--- config.mk ---
export PLATFORM = sky130hd
export DESIGN_NAME = timing_state_generator
export DESIGN_NICKNAME = d
export VERILOG_FILES = /design/src/rtl/timing_state_generator.sv
export SDC_FILE = /design/constraint.sdc
export NUM_CORES = 1
export LEC_CHECK = 0
export ABC_AREA = 1
export BUFFER_PORTS_ARGS = -buffer_cell sky130_fd_sc_hd__clkbuf_2
export CORE_UTILIZATION = 55
export DETAILED_ROUTE_END_ITERATION = 16
export PLACE_DENSITY = 0.85
export SLEW_MARGIN = 20
export SYNTH_ARGS = -nofsm -noshare
export SYNTH_HDL_FRONTEND = slang
export SYNTH_SLANG_ARGS = --single-unit
--- constraint.sdc ---
create_clock -name GlobalClock -period 4.45 [get_ports GlobalClock]
set_clock_uncertainty 0.2 [all_clocks]
set_input_delay 0.2225 -clock GlobalClock [delete_from_list [all_inputs] [get_ports GlobalClock]]
set_output_delay 0.2225 -clock GlobalClock [all_outputs]
set_load 0.01 [all_outputs]
--- src/rtl/timing_state_generator.sv ---
// One-hot instruction timing-state generator (T0..Tn) with post-reset startup
// sequence and vector-fetch flags. Optional macro: TIMING_CYCLE_COUNT_EN adds Cycle_Count.
module timing_state_generator #(
   parameter int NUM_T_STATES     = 6,
   parameter int RESET_SEQ_CYCLES = 7
) (
   input  logic                    GlobalClock,
   input  logic                    Reset_n,
   input  logic                    ClockEnable,
   input  logic                    Rdy,
   input  logic                    Read_Cycle,
   input  logic                    Last_Cycle,
   output logic [NUM_T_STATES-1:0] T_State,
   output logic                    Sync,
   output logic                    Reset_Active,
   output logic [1:0]              Vector_Fetch,
   output logic                    Timing_Error
`ifdef TIMING_CYCLE_COUNT_EN
   ,
   output logic [15:0]             Cycle_Count
`endif
);

   typedef enum logic {
      RST_SEQ = 1'b0,
      RUN     = 1'b1
   } state_e;

   localparam int CW = $clog2(RESET_SEQ_CYCLES + 1);
   localparam logic [CW-1:0] VF_LO_CNT = CW'(RESET_SEQ_CYCLES - 2);
   localparam logic [CW-1:0] VF_HI_CNT = CW'(RESET_SEQ_CYCLES - 1);
   localparam logic [CW-1:0] SEQ_DONE  = CW'(RESET_SEQ_CYCLES);
   localparam logic [NUM_T_STATES-1:0] T0_OH = NUM_T_STATES'(1);
   localparam logic [NUM_T_STATES-1:0] T1_OH = NUM_T_STATES'(2);

   state_e                  state_q, state_d;
   logic [CW-1:0]           cnt_q, cnt_d;
   logic [NUM_T_STATES-1:0] t_q, t_d;
   logic                    sync_q, sync_d;
   logic                    resetActive_q, resetActive_d;
   logic [1:0]              vf_q, vf_d;
   logic                    err_q, err_d;
   logic                    stall;
   logic                    tick;

   // The vector-fetch cycles are real bus reads, so they stall like RUN reads do.
   assign stall = ~Rdy & Read_Cycle & ((state_q == RUN) | (vf_q != 2'b00));
   assign tick  = ClockEnable & ~stall;

   always_ff @(posedge GlobalClock or negedge Reset_n) begin
      if (!Reset_n) begin
         state_q       <= RST_SEQ;
         cnt_q         <= '0;
         t_q           <= '0;
         sync_q        <= 1'b0;
         resetActive_q <= 1'b1;
         vf_q          <= 2'b00;
         err_q         <= 1'b0;
      end else begin
         state_q       <= state_d;
         cnt_q         <= cnt_d;
         t_q           <= t_d;
         sync_q        <= sync_d;
         resetActive_q <= resetActive_d;
         vf_q          <= vf_d;
         err_q         <= err_d;
      end
   end

   always_comb begin
      state_d       = state_q;
      cnt_d         = cnt_q;
      t_d           = t_q;
      sync_d        = sync_q;
      resetActive_d = resetActive_q;
      vf_d          = vf_q;
      err_d         = err_q;

      if (tick) begin
         unique case (state_q)
            RST_SEQ: begin
               // Flags are decided from the count before this tick's increment.
               vf_d = 2'b00;
               if (cnt_q == SEQ_DONE) begin
                  state_d       = RUN;
                  t_d           = T1_OH;
                  sync_d        = 1'b1;
                  resetActive_d = 1'b0;
               end else begin
                  cnt_d = cnt_q + 1'b1;
                  if (cnt_q == VF_LO_CNT) begin
                     vf_d = 2'b01;
                  end else if (cnt_q == VF_HI_CNT) begin
                     vf_d = 2'b10;
                  end
               end
            end
            RUN: begin
               vf_d          = 2'b00;
               resetActive_d = 1'b0;
               if (t_q[0]) begin
                  t_d = T1_OH;
               end else if (Last_Cycle || t_q[NUM_T_STATES-1]) begin
                  t_d = T0_OH;
                  if (t_q[NUM_T_STATES-1] && !Last_Cycle) begin
                     err_d = 1'b1;
                  end
               end else begin
                  t_d = {t_q[NUM_T_STATES-2:0], 1'b0};
               end
               sync_d = t_d[1];
            end
            default: begin
               state_d = RST_SEQ;
            end
         endcase
      end
   end

   assign T_State      = t_q;
   assign Sync         = sync_q;
   assign Reset_Active = resetActive_q;
   assign Vector_Fetch = vf_q;
   assign Timing_Error = err_q;

`ifdef TIMING_CYCLE_COUNT_EN
   logic [15:0] cycleCount_q, cycleCount_d;

   always_comb begin
      cycleCount_d = cycleCount_q;
      if (tick && (state_q == RUN)) begin
         cycleCount_d = cycleCount_q + 16'd1;
      end
   end

   always_ff @(posedge GlobalClock or negedge Reset_n) begin
      if (!Reset_n) begin
         cycleCount_q <= 16'd0;
      end else begin
         cycleCount_q <= cycleCount_d;
      end
   end

   assign Cycle_Count = cycleCount_q;
`endif

endmodule
==> flow_metrics.py <==
metrics = {
    "clock_tree": {
        "cts-buffers-inserted": 3,
        "cts.sinks": 14,
        "htreeDepth": 1,
        "path_clk_slew_ns": 0.09,
        "clk_path_buf_depth": 2,
        "cts_resized": 0,
        "cts_tree": "done",
        "cts-root-buf": "clkbuf_4",
        "post-cts-setup-buffer-count": 0,
        "clock_latency_ns": 0.29,
    },
    "power_and_ir_drop": {
        "p_sw_uw": 197,
        "intPower_uw": 265,
        "irDropWorstVdd_mv": 0.352,
        "share_comb_of_total_power_pct": 41.3,
        "clkPwrFrac_pct": 16.7,
        "cellPowerDensity_nw_per_um2": 526,
        "power.leakage_uw": 0.000499,
        "p_seq_share_pct": 42.0,
        "switching_share_pct": 42.7,
    },
    "hold_path": {
        "hold_path.class": "input pin to register",
        "hold_start": "Last_Cycle",
    },
    "run": {
        "drv_cap": 0,
    },
    "place": {
        "dp_hpwl_mm": 1.01,
        "place_congestion": 0.736,
        "placed_cells": 119,
        "numPortBuffers": 16,
    },
    "setup_path": {
        "reg2reg_from": "cnt_q[0]",
        "end_kind": "register",
        "setup.worst_path.start": "cnt_q[0]",
        "cp.required_ns": 4.42,
        "critical_path_class": "register to register",
        "arrival_ns": 1.67,
        "slowest_stage": "dfrtp_1",
        "crit_top_cell": "ha_1",
        "cp-start-kind": "register",
        "cpPeakStageDelay_ns": 0.42,
        "path_cells": "ha_1 > ha_1 > nor2_4 > inv_1 > nand3_4 > o21ai_0",
        "crit_fanout": 8,
    },
    "drt": {
        "ant_nets": 0,
        "drt_iter0_drc": 7,
        "first_pass_iters": 4,
        "via_per_inst": 4.91,
        "routed-via-count": 609,
        "drc": 0,
        "drt-total-wl_mm": 1.38,
        "routedWlPerCell_um": 11.1,
    },
    "sta": {
        "setup_viol": 0,
        "fmax_mhz": 589,
        "finalSetupTns_ns": 0,
        "hold_viol_final": 0,
        "period_share_pct": 38.1,
        "slew_headroom_pct": 76.8,
        "worstMarginPinSlew_ns": 0.349,
        "min_period_ns": 1.70,
        "rsz0062_at_grt": "false",
        "drv_slew": 0,
    },
    "layout": {
        "num_antenna_cells": 0,
        "nNetsFinal": 120,
        "final_common_cell": "nand2_1",
        "layoutNonFillerInstCount": 124,
        "final_cell_mix": "nand2_1 (24), clkbuf_2 (16), inv_1 (15), dfrtp_1 (13), nor2_1 (7)",
        "syn_to_final_growth_pct": 15.8,
        "final_layout_size_suffix_gt1_share_pct": 27.5,
    },
    "grt": {
        "grt-ovfl-total": 0,
        "grt_max_degree": 15,
        "grt_pass1_vias": 496,
        "grt_usage_pct": 21.9,
        "antenna_found_initial": 0,
        "grt_pass1_wl_mm": 2.18,
    },
    "yosys": {
        "synth_cell_types": 19,
        "synthCells": 90,
        "ys_ff_latch": 14,
        "yosysWarningCount": 0,
        "avgSynthCellArea_sq_um": 8.42,
        "yosysTopAreaCellShare_pct": 42.9,
        "synth.cell_area_sq_um": 758,
        "synth_seq_area_share_pct": 46.4,
        "synth_largest_area_cell": "dfrtp_1",
        "synth_fp_nets": 100,
        "netlist_top_cells_area": "dfrtp_1 (43%), nand2_1 (12%), inv_1 (7.4%)",
    },
    "floorplanning": {
        "dieHeight_um": 39.1,
        "rows": 13,
        "io_pins": 17,
        "start_util_pct": 59.0,
        "dieWidth_um": 39.1,
        "die_area_sq_um": 1530,
        "core_sq_um": 1280,
    },
    "outcome": {
        "status": "finished, final reports clean",
    },
}
state kept, by name (all words and copies together) (netlist names):
register      cells
Reset_Active      1
cnt_q             3
state_q           1
Vector_Fetch      2
T_State           6
Timing_Error      1
Yosys cell counts:
master and n:
inv_1 15, nand3_2 1, nand3_4 1, nand4_1 5, nand3_1 6, inv_2 1
nor2_1 7, nor2_4 2, nand2_1 24, nor2_2 1, buf_4 2, a21oi_2 1
dfrtp_1 13, o21ai_0 1, nand2_2 2, o21ai_1 2, dfstp_2 1, ha_1 4
nand2_4 1
critical path: cells and delay by family, from the launching register on:
kind / cells / cell delay, ns
flip-flops: 1 / 0.42
adder cells (fa/ha/maj): 2 / 0.42
AND/OR/NAND/NOR: 2 / 0.30
buffers and inverters: 1 / 0.15
AO/OA/AOI/OAI: 1 / 0.09
per-layer routing:
metal  wire, um  vias to the layer above  track usage, %
met5          0                        -               0
met4         25                        0            12.9
met3         58                        4            5.20
met2        618                       16            30.0
met1        681                      269            30.7
li1           -                      320               -
kinds of logic after synthesis:
kind of cell / synth area share, %
adder cells (fa/ha/maj): 6.60
flip-flops: 46.4
AND/OR/NAND/NOR: 34.0
buffers and inverters: 9.90
AO/OA/AOI/OAI: 3.13
power groups by stage:
stage	Clock [uW]	Combinational [uW]	Sequential [uW]
floorplan	0	137	199
global placement	0	182	194
detailed placement	0	188	197
CTS	79.7	191	194
global route	85.0	218	199
finish	77.2	191	194
per-stage QoR:
stage / hold slack (ns) / util, % / worst slack [ns] / cell area, sq um / power, uW
after global placement: -0.0582 / 65.5 / 2.84 / 842 / 376
after CTS: 0.0116 / 68.4 / 2.75 / 878 / 465
after floorplan: -0.273 / - / 2.89 / 758 / 336
after global routing: 0.0301 / 68.4 / 2.66 / 878 / 502
after detailed placement: -0.0558 / 65.5 / 2.77 / 842 / 385
final: 0.0161 / 68.4 / 2.75 / 878 / 462
final timing paths:
path / end / slack (ns) / cells past startpoint
worst max-delay path: state_q / 2.75 / 6
worst min-delay path: Timing_Error / 0.02 / 4
worst max register to register: state_q / 2.75 / 6
worst min register to register: Reset_Active / 0.27 / 2
max in group asynchronous: Reset_Active / 3.58 / 2
min in group asynchronous: Vector_Fetch[1] / 0.16 / 2
final cells by class:
type | instances | area [sq um]
fill | 113 | 407
clock buffer | 4 | 26.3
inverter | 16 | 60.1
multi-input combinational | 58 | 332
sequential | 14 | 352
timing repair buffer | 17 | 90.1
tap | 15 | 18.8
timing repair:
item	4_1_cts	5_1_grt
endpoints found under the setup margin	0	0
hold buffers	1	0
endpoints found under the hold margin	14	0
(Power assumes the default switching activity.)
